File: src/rtl/alu_pkg.sv
// Shared definitions for the sequential ALU: opcodes, FSM states, status bit positions.
package alu_pkg;

  localparam int unsigned OP_W   = 5;
  localparam int unsigned STAT_W = 5;

  localparam logic [OP_W-1:0] OP_TRAP  = 5'd0;
  localparam logic [OP_W-1:0] OP_NOP   = 5'd1;
  localparam logic [OP_W-1:0] OP_NOT   = 5'd2;
  localparam logic [OP_W-1:0] OP_AND   = 5'd3;
  localparam logic [OP_W-1:0] OP_OR    = 5'd4;
  localparam logic [OP_W-1:0] OP_XOR   = 5'd5;
  localparam logic [OP_W-1:0] OP_SHL   = 5'd6;
  localparam logic [OP_W-1:0] OP_SHR   = 5'd7;
  localparam logic [OP_W-1:0] OP_ROL   = 5'd8;
  localparam logic [OP_W-1:0] OP_ROR   = 5'd9;
  localparam logic [OP_W-1:0] OP_INC   = 5'd10;
  localparam logic [OP_W-1:0] OP_DEC   = 5'd11;
  localparam logic [OP_W-1:0] OP_ADD   = 5'd12;
  localparam logic [OP_W-1:0] OP_ADC   = 5'd13;
  localparam logic [OP_W-1:0] OP_SUB   = 5'd14;
  localparam logic [OP_W-1:0] OP_SBC   = 5'd15;
  localparam logic [OP_W-1:0] OP_EQ    = 5'd16;
  localparam logic [OP_W-1:0] OP_GT    = 5'd17;
  localparam logic [OP_W-1:0] OP_LT    = 5'd18;
  localparam logic [OP_W-1:0] OP_GE    = 5'd19;
  localparam logic [OP_W-1:0] OP_LE    = 5'd20;
  localparam logic [OP_W-1:0] OP_LSTAT = 5'd21;
  localparam logic [OP_W-1:0] OP_XSTAT = 5'd22;
  localparam logic [OP_W-1:0] OP_RTT   = 5'd23;

  // status = {trap, overflow, sign, carry, zero}
  localparam int unsigned STAT_ZERO  = 0;
  localparam int unsigned STAT_CARRY = 1;
  localparam int unsigned STAT_SIGN  = 2;
  localparam int unsigned STAT_OVF   = 3;
  localparam int unsigned STAT_TRAP  = 4;

  typedef enum logic [1:0] {
    S_IDLE,
    S_SHIFT,
    S_DONE
  } state_e;

endpackage

File: src/rtl/seq_alu_comb.sv
// Single-cycle ALU datapath: result and next status for every non-iterative op.
// Shift/rotate opcodes return the masked operand, which is the n = 0 outcome.
module seq_alu_comb
  import alu_pkg::*;
#(
  parameter int unsigned WIDTH = 20
) (
  input  logic [OP_W-1:0]   opcode,
  input  logic              mode,
  input  logic [WIDTH-1:0]  a,
  input  logic [WIDTH-1:0]  b,
  input  logic [STAT_W-1:0] status,
  output logic [WIDTH-1:0]  res_c,
  output logic [STAT_W-1:0] status_c
);

  localparam int unsigned HALF = WIDTH / 2;
  localparam int unsigned W1   = WIDTH + 1;

  logic [WIDTH-1:0] mask, am, bm, opb;
  logic [WIDTH:0]   sum;
  logic             cin, is_sub, cout, sa, sb, sr, wr_zs;

  // Shared adder/subtractor; carry and sign are taken at bit W_eff-1/W_eff
  always_comb begin
    mask   = mode ? '1 : WIDTH'({HALF{1'b1}});
    am     = a & mask;
    bm     = b & mask;
    opb    = bm;
    cin    = 1'b0;
    is_sub = 1'b0;
    case (opcode)
      OP_INC: opb = WIDTH'(1);
      OP_DEC: begin
        opb    = WIDTH'(1);
        is_sub = 1'b1;
      end
      OP_ADC: cin = status[STAT_CARRY];
      OP_SUB: is_sub = 1'b1;
      OP_SBC: begin
        cin    = status[STAT_CARRY];
        is_sub = 1'b1;
      end
      default: ;
    endcase
    sum  = is_sub ? ({1'b0, am} - {1'b0, opb} - W1'(cin))
                  : ({1'b0, am} + {1'b0, opb} + W1'(cin));
    cout = mode ? sum[WIDTH] : sum[HALF];
    sa   = mode ? am[WIDTH-1]  : am[HALF-1];
    sb   = mode ? opb[WIDTH-1] : opb[HALF-1];
    sr   = mode ? sum[WIDTH-1] : sum[HALF-1];
  end

  always_comb begin
    res_c    = '0;
    status_c = status;
    wr_zs    = 1'b0;
    case (opcode)
      OP_NOT: begin res_c = ~am & mask; wr_zs = 1'b1; end
      OP_AND: begin res_c = am & bm;    wr_zs = 1'b1; end
      OP_OR:  begin res_c = am | bm;    wr_zs = 1'b1; end
      OP_XOR: begin res_c = am ^ bm;    wr_zs = 1'b1; end
      OP_SHL, OP_SHR, OP_ROL, OP_ROR: begin
        res_c = am;
        wr_zs = 1'b1;
      end
      OP_INC, OP_DEC, OP_ADD, OP_ADC, OP_SUB, OP_SBC: begin
        res_c                = sum[WIDTH-1:0] & mask;
        wr_zs                = 1'b1;
        status_c[STAT_CARRY] = cout;
        status_c[STAT_OVF]   = is_sub ? ((sa != sb) && (sr != sa))
                                      : ((sa == sb) && (sr != sa));
      end
      OP_EQ: status_c[STAT_ZERO] = (am == bm);
      OP_GT: status_c[STAT_SIGN] = (am <= bm);
      OP_LT: status_c[STAT_SIGN] = (am < bm);
      OP_GE: begin
        status_c[STAT_ZERO] = (am >= bm);
        status_c[STAT_SIGN] = (am < bm);
      end
      OP_LE: begin
        status_c[STAT_ZERO] = (am <= bm);
        status_c[STAT_SIGN] = (am <= bm);
      end
      OP_TRAP:  status_c[STAT_TRAP] = 1'b1;
      OP_RTT:   status_c[STAT_TRAP] = 1'b0;
      OP_LSTAT: res_c = WIDTH'(status) & mask;
      OP_XSTAT: res_c = status[STAT_TRAP] ? ((am ^ WIDTH'(status)) & mask) : '0;
      OP_NOP:   ;
      default:  ;
    endcase
    if (wr_zs) begin
      status_c[STAT_ZERO] = (res_c == '0);
      status_c[STAT_SIGN] = mode ? res_c[WIDTH-1] : res_c[HALF-1];
    end
  end

endmodule

File: src/rtl/seq_alu.sv
// Multi-cycle ALU with valid/ready handshakes, registered status and
// bit-serial shifts/rotates; single-cycle ops come from seq_alu_comb.
module seq_alu
  import alu_pkg::*;
#(
  parameter int unsigned WIDTH = 20
) (
  input  logic             clk,
  input  logic             reset_n,
  input  logic             in_valid,
  output logic             in_ready,
  input  logic [4:0]       opcode,
  input  logic             mode,
  input  logic [WIDTH-1:0] a,
  input  logic [WIDTH-1:0] b,
  output logic             out_valid,
  input  logic             out_ready,
  output logic [WIDTH-1:0] result,
  output logic [4:0]       status
);

  localparam int unsigned HALF  = WIDTH / 2;
  localparam int unsigned AMT_W = $clog2(WIDTH) + 1;

  state_e            state_q, state_d;
  logic [WIDTH-1:0]  result_q, result_d, sh_q, sh_d;
  logic [STAT_W-1:0] status_q, status_d;
  logic [AMT_W-1:0]  cnt_q, cnt_d;
  logic [OP_W-1:0]   op_q, op_d;
  logic              mode_q, mode_d, cy_q, cy_d, out_valid_q, out_valid_d;

  logic [WIDTH-1:0]  res_c, in_mask, sh_mask, step_v;
  logic [STAT_W-1:0] status_c;
  logic [AMT_W-1:0]  amt, weff, n_amt;
  logic              step_cy, accept, is_shift;

  seq_alu_comb #(.WIDTH(WIDTH)) u_comb (
    .opcode   (opcode),
    .mode     (mode),
    .a        (a),
    .b        (b),
    .status   (status_q),
    .res_c    (res_c),
    .status_c (status_c)
  );

  assign in_ready  = (state_q == S_IDLE) | ((state_q == S_DONE) & out_ready);
  assign accept    = in_valid & in_ready;
  assign out_valid = out_valid_q;
  assign result    = result_q;
  assign status    = status_q;

  assign in_mask  = mode ? '1 : WIDTH'({HALF{1'b1}});
  assign amt      = b[AMT_W-1:0];
  assign weff     = mode ? AMT_W'(WIDTH) : AMT_W'(HALF);
  assign n_amt    = (amt > weff) ? weff : amt;
  assign is_shift = (opcode == OP_SHL) || (opcode == OP_SHR) ||
                    (opcode == OP_ROL) || (opcode == OP_ROR);

  // One bit of shift/rotate per cycle on the latched operand
  always_comb begin
    sh_mask = mode_q ? '1 : WIDTH'({HALF{1'b1}});
    step_v  = sh_q;
    step_cy = cy_q;
    case (op_q)
      OP_SHL: begin
        step_v  = (sh_q << 1) & sh_mask;
        step_cy = mode_q ? sh_q[WIDTH-1] : sh_q[HALF-1];
      end
      OP_SHR: begin
        step_v  = sh_q >> 1;
        step_cy = sh_q[0];
      end
      OP_ROL: step_v = ((sh_q << 1) | WIDTH'(mode_q ? sh_q[WIDTH-1] : sh_q[HALF-1])) & sh_mask;
      OP_ROR: step_v = (sh_q >> 1) | (mode_q ? {sh_q[0], {(WIDTH-1){1'b0}}}
                                             : WIDTH'({sh_q[0], {(HALF-1){1'b0}}}));
      default: ;
    endcase
  end

  always_comb begin
    state_d     = state_q;
    result_d    = result_q;
    status_d    = status_q;
    out_valid_d = out_valid_q;
    sh_d        = sh_q;
    cnt_d       = cnt_q;
    op_d        = op_q;
    mode_d      = mode_q;
    cy_d        = cy_q;

    case (state_q)
      S_SHIFT: begin
        sh_d  = step_v;
        cy_d  = step_cy;
        cnt_d = cnt_q - AMT_W'(1);
        if (cnt_q == AMT_W'(1)) begin
          state_d              = S_DONE;
          out_valid_d          = 1'b1;
          result_d             = step_v;
          status_d[STAT_CARRY] = step_cy;
          status_d[STAT_ZERO]  = (step_v == '0);
          status_d[STAT_SIGN]  = mode_q ? step_v[WIDTH-1] : step_v[HALF-1];
        end
      end
      S_DONE: begin
        if (out_ready) begin
          state_d     = S_IDLE;
          out_valid_d = 1'b0;
        end
      end
      default: ;
    endcase

    // Acceptance overrides the DONE->IDLE exit for back-to-back ops
    if (accept) begin
      if (is_shift && (n_amt != '0)) begin
        state_d     = S_SHIFT;
        out_valid_d = 1'b0;
        sh_d        = a & in_mask;
        cnt_d       = n_amt;
        op_d        = opcode;
        mode_d      = mode;
        cy_d        = status_q[STAT_CARRY];
      end else begin
        state_d     = S_DONE;
        out_valid_d = 1'b1;
        result_d    = res_c;
        status_d    = status_c;
      end
    end
  end

  always_ff @(posedge clk or negedge reset_n) begin
    if (!reset_n) begin
      state_q     <= S_IDLE;
      result_q    <= '0;
      status_q    <= '0;
      out_valid_q <= 1'b0;
      sh_q        <= '0;
      cnt_q       <= '0;
      op_q        <= OP_NOP;
      mode_q      <= 1'b0;
      cy_q        <= 1'b0;
    end else begin
      state_q     <= state_d;
      result_q    <= result_d;
      status_q    <= status_d;
      out_valid_q <= out_valid_d;
      sh_q        <= sh_d;
      cnt_q       <= cnt_d;
      op_q        <= op_d;
      mode_q      <= mode_d;
      cy_q        <= cy_d;
    end
  end

endmodule

File: config.mk
export PLATFORM = sky130hd
export DESIGN_NAME = seq_alu
export DESIGN_NICKNAME = d
export VERILOG_FILES = /design/src/rtl/alu_pkg.sv /design/src/rtl/seq_alu_comb.sv /design/src/rtl/seq_alu.sv
export SDC_FILE = /design/constraint.sdc
export NUM_CORES = 1
export LEC_CHECK = 0
export CAP_MARGIN = 15
export CORE_ASPECT_RATIO = 1.2
export CORE_MARGIN = 10
export CORE_UTILIZATION = 65
export DETAILED_ROUTE_END_ITERATION = 12
export DONT_BUFFER_PORTS = 1
export PLACE_DENSITY_LB_ADDON = 0.2
export SYNTH_ARGS = -nofsm -noshare
export SYNTH_HDL_FRONTEND = slang
export SYNTH_HIERARCHICAL = 1
export SYNTH_SLANG_ARGS = --single-unit
export TNS_END_PERCENT = 100
File: constraint.sdc
create_clock -name clk -period 5.1 [get_ports clk]
set_input_delay 1.02 -clock clk [delete_from_list [all_inputs] [get_ports clk]]
set_output_delay 1.02 -clock clk [all_outputs]
set_load 0.005 [all_outputs]
==> results of run 1 <==
cells in the mapped netlist, drive strengths merged (7+ instances only):
library cell,n
a211oi,16
or4,7
a22oi,10
nor4,16
nor3,28
a2111oi,12
or2,8
ha,123
xor2,12
o221ai,7
a22o,11
nand2b,13
buf,22
o211ai,17
mux2,43
dfrtp,59
xnor2,23
or3,8
a21oi,64
a221oi,9
o21a,7
mux2i,48
nor2b,16
nand3,19
a211o,9
inv,108
clkbuf,32
nor2,102
nand2,114
o21ai,94
and2,7
a21o,9
sequential cells by signal (all words and copies together), names as in the netlist:
name / count
status: 5
mode_q: 1
result: 20
state_q: 2
cnt_q: 6
op_q: 5
cy_q: 1
sh_q: 20
critical path: cells and delay by family:
family                   cells  cell delay, ns
AND/OR/NAND/NOR              4            0.78
adder cells (fa/ha/maj)      3            1.07
AO/OA/AOI/OAI                7            1.80
buffers and inverters        2            0.17
multiplexers                 1            0.14
XOR/XNOR                     1            0.11
cells in the final DEF (no fill, tap or decap), types with 8 or more instances in the layout:
cell	n
xnor2_1	23
mux2_2	43
a2111oi_0	10
nor3_1	27
buf_4	41
a21o_1	9
a22o_1	11
nand3_1	19
o211ai_1	16
a22oi_1	10
inv_1	108
mux2i_1	48
a211oi_1	16
nand2_1	114
nand2b_1	13
a211o_1	8
nor4_1	15
dfrtp_1	59
nor2b_1	16
nor2_1	100
xor2_1	12
a221oi_1	9
a21oi_1	63
ha_1	123
clkbuf_16	9
or3_1	8
o21ai_0	89
power breakdown:
part	total, mW	internal [mW]	switching [mW]	leakage, nW
logic	0.656	0.276	0.380	3.73
clock network	0.648	0.438	0.210	0.159
registers	0.506	0.490	0.0162	0.783
total	1.81	1.20	0.606	4.68
layout make-up:
cell class | instances | area [um^2]
clock buffers | 11 | 243
clock inverters | 5 | 75.1
fillers | 1175 | 4070
inverters | 108 | 405
multi-input cells | 945 | 6890
flip-flops and latches | 60 | 1500
well taps | 171 | 214
repair buffers | 41 | 308
worst max path at each step:
stage	start	to	cells after the start	slack [ns]
final	opcode[2]	status[0]$_DFF_PN0_	18	0.28
after global routing	opcode[2]	status[0]$_DFF_PN0_	18	0.06
after CTS	opcode[2]	status[0]$_DFF_PN0_	18	0.31
after detailed placement	opcode[2]	status[0]$_DFF_PN0_	18	-0.01
after global placement	opcode[4]	status[0]$_DFF_PN0_	17	0.1
after floorplan	opcode[2]	status[0]$_DFF_PN0_	19	0.02
per-layer routing:
metal	vias up	part of all wire [%]	track usage [%]	routed length, um
met3	76	8.1	4.91	2320
met5	-	0	0	0
li1	4204	-	-	-
met2	449	48	48.9	13800
met1	4242	40	35.6	11500
met4	0	4.2	13.9	1210
logic make-up (layout without fill, tap and decap cells):
group                    after synthesis  in the layout  share of synthesized area, %
AND/OR/NAND/NOR                      371            371                          20.0
AO/OA/AOI/OAI                        321            321                          24.1
buffers and inverters                162            165                          7.25
adder cells (fa/ha/maj)              127            127                          17.9
multiplexers                          91             91                          10.7
flip-flops                            60             60                          16.7
XOR/XNOR                              35             35                          3.40
metrics by stage:
step	util, %	instances	instance area, um^2	power (mW)	TNS [ns]
6_report	70.3	1341	9640	1.81	0
5_1_grt	70.3	1341	9640	1.90	0
4_1_cts	70.3	1341	9640	1.80	0
3_5_place_dp	68.0	1325	9320	1.15	-0.0105
3_3_place_gp	68.0	1325	9320	1.14	0
2_1_floorplan	-	1167	9030	0.990	0
==> impl_metrics.env, run 1 <==
export IMPL_post_cts_resized=0
export IMPL_core_area_um2=13700
export IMPL_cts_sinks=60
export IMPL_first_global_vias=8541
export IMPL_r2r_end="status[0]$_DFF_PN0_"
export IMPL_critPathMaxFanout=21
export IMPL_hold_viol=0
export IMPL_cts_root_buf="clkbuf_16"
export IMPL_synth_nets=1344
export IMPL_cap_violations=0
export IMPL_vdd_ir_drop_max_mv=0.400
export IMPL_post_cts_buffers=0
export IMPL_io_pins=77
export IMPL_status="finished clean"
export IMPL_synth_area_um2=9020
export IMPL_grt_antenna_before_repair=0
export IMPL_rr_worst_depth=17
export IMPL_setup_ws_ns=0.277
export IMPL_ant_nets=0
export IMPL_cp_arrival_ns=5.09
export IMPL_cts_buffers=9
export IMPL_rows=47
export IMPL_slew_viol_final=0
export IMPL_ys_ff_latch=60
export IMPL_r2r_slack_ns=0.69
export IMPL_syn_area_per_cell_um2=7.73
export IMPL_wl_um=28800
export IMPL_cpMaxStageDelayCell="fa_1"
export IMPL_hold_path_class="in2async"
export IMPL_start_kind="input pin"
export IMPL_finalCritPeriodShare_pct=94.6
export IMPL_cts_hold_buf=0
export IMPL_grt_use_total_pct=29.2
export IMPL_cp_required_ns=5.37
export IMPL_gr_total_overflow=0
export IMPL_die_area_um2=19000
export IMPL_clk_latency_ns=0.33
export IMPL_ys_flop_type="dfrtp_1"
export IMPL_setup_worst_path_class="in2reg"
export IMPL_pre_cts_slack_ns=-0.0105
export IMPL_areaGrowthSynthToFinish_pct=6.78
export IMPL_wl_per_cell_um=21.5
export IMPL_portBuffers=0
export IMPL_tritoncts="yes"
export IMPL_whs_ns=0.378
export IMPL_vias=8971
export IMPL_nets=1342
export IMPL_drive_gt1_share_pct=10.6
export IMPL_die_h_um=149
export IMPL_rsz0062_at_grt="false"
export IMPL_yosysTopAreaCell="ha_1"
export IMPL_max_freq_mhz=207
export IMPL_critPathMaxStageDelay_ns=0.45
export IMPL_end_kind="flop"
export IMPL_power_density_nw_per_um2=188
export IMPL_synthTopCellsByArea="ha_1, dfrtp_1, mux2_2"
export IMPL_cts_htree_levels=3
export IMPL_async_reset_ff_share_pct=100
export IMPL_synth_cell_types=85
export IMPL_synth_seq_area_share_pct=16.7
export IMPL_tightest_slew_ns=1.12
export IMPL_relSlewSlack_pct=25.2
export IMPL_ys_warn_count=6
export IMPL_p_leak_nw=4.68
export IMPL_skew_ns=0.00599
export IMPL_avgViaCountPerCell=6.69
export IMPL_grt_max_degree=61
export IMPL_gp_congestion=1.05
export IMPL_die_w_um=128
export IMPL_period_needed_ns=4.82
export IMPL_clk_pin_slew_worst_paths_ns=0.05
export IMPL_finalSetupViolations=0
export IMPL_n_antenna_cell=0
export IMPL_initial_core_util_pct=65.9
export IMPL_yosysTopAreaCellShare_pct=17.1
export IMPL_r2r_start="status[1]$_DFF_PN0_"
export IMPL_clockBufferDepth=2
export IMPL_drtIter0Drc=994
export IMPL_synth_edf_count=0
export IMPL_drcViolationCount=0
export IMPL_dp_hpwl_um=22700
export IMPL_first_pass_iters=5
export IMPL_worstPathCellList="nand2b_1 -> o21ai_1 -> inv_1 -> fa_1 -> inv_1 -> ha_1 -> nor2_1 -> fa_1 -> a21boi_0 -> o22ai_1 -> o31a_1 -> o21ai_0 -> xor2_1 -> a221o_1 -> or3_1 -> nor4_2 -> a31o_1 -> mux2_2"
export IMPL_synthCells=1167
export IMPL_grt_pass1_wl_um=45200
Power figures use the tool's default switching activity.
==> inputs of run 2 (changes only) <==
--- a/config.mk
+++ b/config.mk
@@ -11,6 +11,7 @@
 export CORE_UTILIZATION = 65
 export DETAILED_ROUTE_END_ITERATION = 12
 export DONT_BUFFER_PORTS = 1
+export MAX_ROUTING_LAYER = met4
 export PLACE_DENSITY_LB_ADDON = 0.2
 export SYNTH_ARGS = -nofsm -noshare
 export SYNTH_HDL_FRONTEND = slang
==> run 2 against run 1 <==
Sequential share of layout area shrank 0.14 points; critical path depth fell by 1; combinational power grew 3.4%; sequential power about the same; routed wire length rose by 2.1%; register-to-register slack better by 0.02 ns; die area is the same; total power rose by 4.7%; hold slack better by 0.0064 ns; cell area grew 0.92%; critical endpoint unchanged; largest power group is now the clock network; highest routed layer unchanged.
==> impl_metrics.env, run 2 (synthesis results as in run 1) <==
export IMPL_status="finished clean"
export IMPL_cts_root_buf="clkbuf_16"
export IMPL_hold_path_class="in2async"
export IMPL_cts_buffers=9
export IMPL_rsz0062_at_grt="false"
export IMPL_placed_area_um2=9370
export IMPL_cap_violations=0
export IMPL_avgViaCountPerCell=6.65
export IMPL_cp_required_ns=5.37
export IMPL_die_w_um=128
export IMPL_setup_worst_path_class="in2reg"
export IMPL_vdd_ir_drop_max_mv=0.253
export IMPL_clk_pin_slew_worst_paths_ns=0.05
export IMPL_tightest_slew_ns=1.13
export IMPL_io_pins=77
export IMPL_core_area_um2=13700
export IMPL_initial_core_util_pct=65.9
export IMPL_ant_nets=0
export IMPL_grt_use_total_pct=31.1
export IMPL_die_area_um2=19000
export IMPL_areaGrowthSynthToFinish_pct=7.76
export IMPL_power_density_nw_per_um2=195
export IMPL_skew_ns=0.00641
export IMPL_drtIter0Drc=1030
export IMPL_clk_latency_ns=0.33
export IMPL_vias=8973
export IMPL_grt_max_degree=61
export IMPL_total_power_mw=1.89
export IMPL_first_global_vias=8724
export IMPL_final_cell_count_no_fill=1349
export IMPL_mostFrequentLayoutCells="ha_1, nand2_1, inv_1"
export IMPL_final_common_cell="ha_1"
export IMPL_portBuffers=0
export IMPL_nets=1349
export IMPL_cp_arrival_ns=5.02
export IMPL_tns_ns=0
export IMPL_die_h_um=149
export IMPL_finalSetupViolations=0
export IMPL_clockBufferDepth=2
export IMPL_drive_gt1_share_pct=11.1
export IMPL_dp_hpwl_um=23000
export IMPL_critPathMaxFanout=21
export IMPL_cts_htree_levels=3
export IMPL_cts_sinks=60
export IMPL_gr_total_overflow=0
export IMPL_slew_viol_final=0
export IMPL_critPathMaxStageDelay_ns=0.59
export IMPL_grt_antenna_before_repair=1
export IMPL_worst_path_buf_inv=2
export IMPL_dp_cells=1332
export IMPL_grt_pass1_wl_um=46800
export IMPL_post_cts_buffers=0
export IMPL_start_kind="input pin"
export IMPL_cp_top_family="compound AO/OA/AOI/OAI gates"
export IMPL_finalCritPeriodShare_pct=93.2
export IMPL_period_needed_ns=4.75
export IMPL_max_freq_mhz=210
export IMPL_hold_viol=0
export IMPL_rows=47
export IMPL_end_kind="flop"
export IMPL_final_cell_area_um2=9730
export IMPL_gp_congestion=1.07
export IMPL_wl_um=29400
export IMPL_drcViolationCount=0
export IMPL_worstPathCellList="nand2b_1 -> o21ai_1 -> inv_1 -> fa_1 -> inv_1 -> ha_1 -> nor2_1 -> fa_1 -> a21boi_0 -> o22ai_1 -> o31a_1 -> xor2_1 -> o221ai_1 -> or4_1 -> nor4_2 -> a31o_1 -> mux2_2"
export IMPL_wl_per_cell_um=21.8
export IMPL_relSlewSlack_pct=24.8
export IMPL_cts_hold_buf=0
export IMPL_tritoncts="yes"
export IMPL_fin_util_pct=71.0
export IMPL_cpMaxStageDelayCell="or4_1"
export IMPL_p_leak_nw=4.72
export IMPL_first_pass_iters=6
## run 2: worst paths after layout
path / startpoint / end / slack, ns / cells past startpoint
max: opcode[2] / status[0]$_DFF_PN0_ / 0.35 / 17
min: reset_n / state_q[0]$_DFFE_PN0P_ / 0.38 / 0
max reg2reg: status[1]$_DFF_PN0_ / status[0]$_DFF_PN0_ / 0.71 / 14
min reg2reg: state_q[0]$_DFFE_PN0P_ / state_q[0]$_DFFE_PN0P_ / 0.56 / 2
max in group asynchronous: reset_n / op_q[0]$_DFFE_PN1P_ / 4.53 / 0
min in group clk: state_q[0]$_DFFE_PN0P_ / state_q[0]$_DFFE_PN0P_ / 0.56 / 2
## run 2: what timing repair did
action / 4_1_cts / 5_1_grt
endpoints found under the setup margin: 0 / 2
resized for setup: 0 / 1
hold endpoints to repair: 0 / 0
## run 2: where the power goes
group          internal (mW)  switching, mW  leakage, nW
clock network          0.503          0.208        0.173
registers              0.490         0.0162        0.783
logic                  0.290          0.388         3.77
total                   1.28          0.612         4.72
## run 2: cell type report
cell class              instances  area, um^2
clock inverters                 4        95.1
fillers                      1160        3980
multi-input cells             945        6890
inverters                     108         405
repair buffers                 48         360
well taps                     171         214
flip-flops and latches         60        1500
diodes                          1        2.50
clock buffers                  12         256
## run 2: stage by stage
stage          hold WS [ns]  setup slack, ns
2_1_floorplan         0.513           0.0220
3_3_place_gp          0.537           0.0842
3_5_place_dp          0.546          -0.0167
4_1_cts               0.375            0.303
5_1_grt               0.373           0.0259
6_report              0.384            0.349
## run 2: metal layers
layer / vias up / routed length (um) / part of all wire (%) / GRT usage, %
met3: 89 / 2300 / 7.8 / 4.02
met4: 0 / 1340 / 4.6 / 14.8
met2: 452 / 14000 / 47 / 50.2
met5: - / 0 / 0 / -
met1: 4220 / 11800 / 40 / 37.5
li1: 4212 / - / - / -
## run 2: worst reg2reg max path, stage by stage (launching register included)
cell	delay, ns
dfrtp_1	0.39
nand3_1	0.09
or2_2	0.31
fa_1	0.47
fa_1	0.43
o21ba_2	0.22
or4_1	0.46
a21o_1	0.26
a21o_1	0.19
a32o_1	0.27
a221o_1	0.37
or3_1	0.38
nor4_2	0.18
a31o_1	0.18
mux2_2	0.13
==> inputs of run 3 (changes only) <==
--- a/config.mk
+++ b/config.mk
@@ -13,6 +13,7 @@
 export DONT_BUFFER_PORTS = 1
 export MAX_ROUTING_LAYER = met4
 export PLACE_DENSITY_LB_ADDON = 0.2
+export RECOVER_POWER = 50
 export SYNTH_ARGS = -nofsm -noshare
 export SYNTH_HDL_FRONTEND = slang
 export SYNTH_HIERARCHICAL = 1
==> results of run 3 <==
No change in the layout: final DEF, timing and power equal those of run 2.
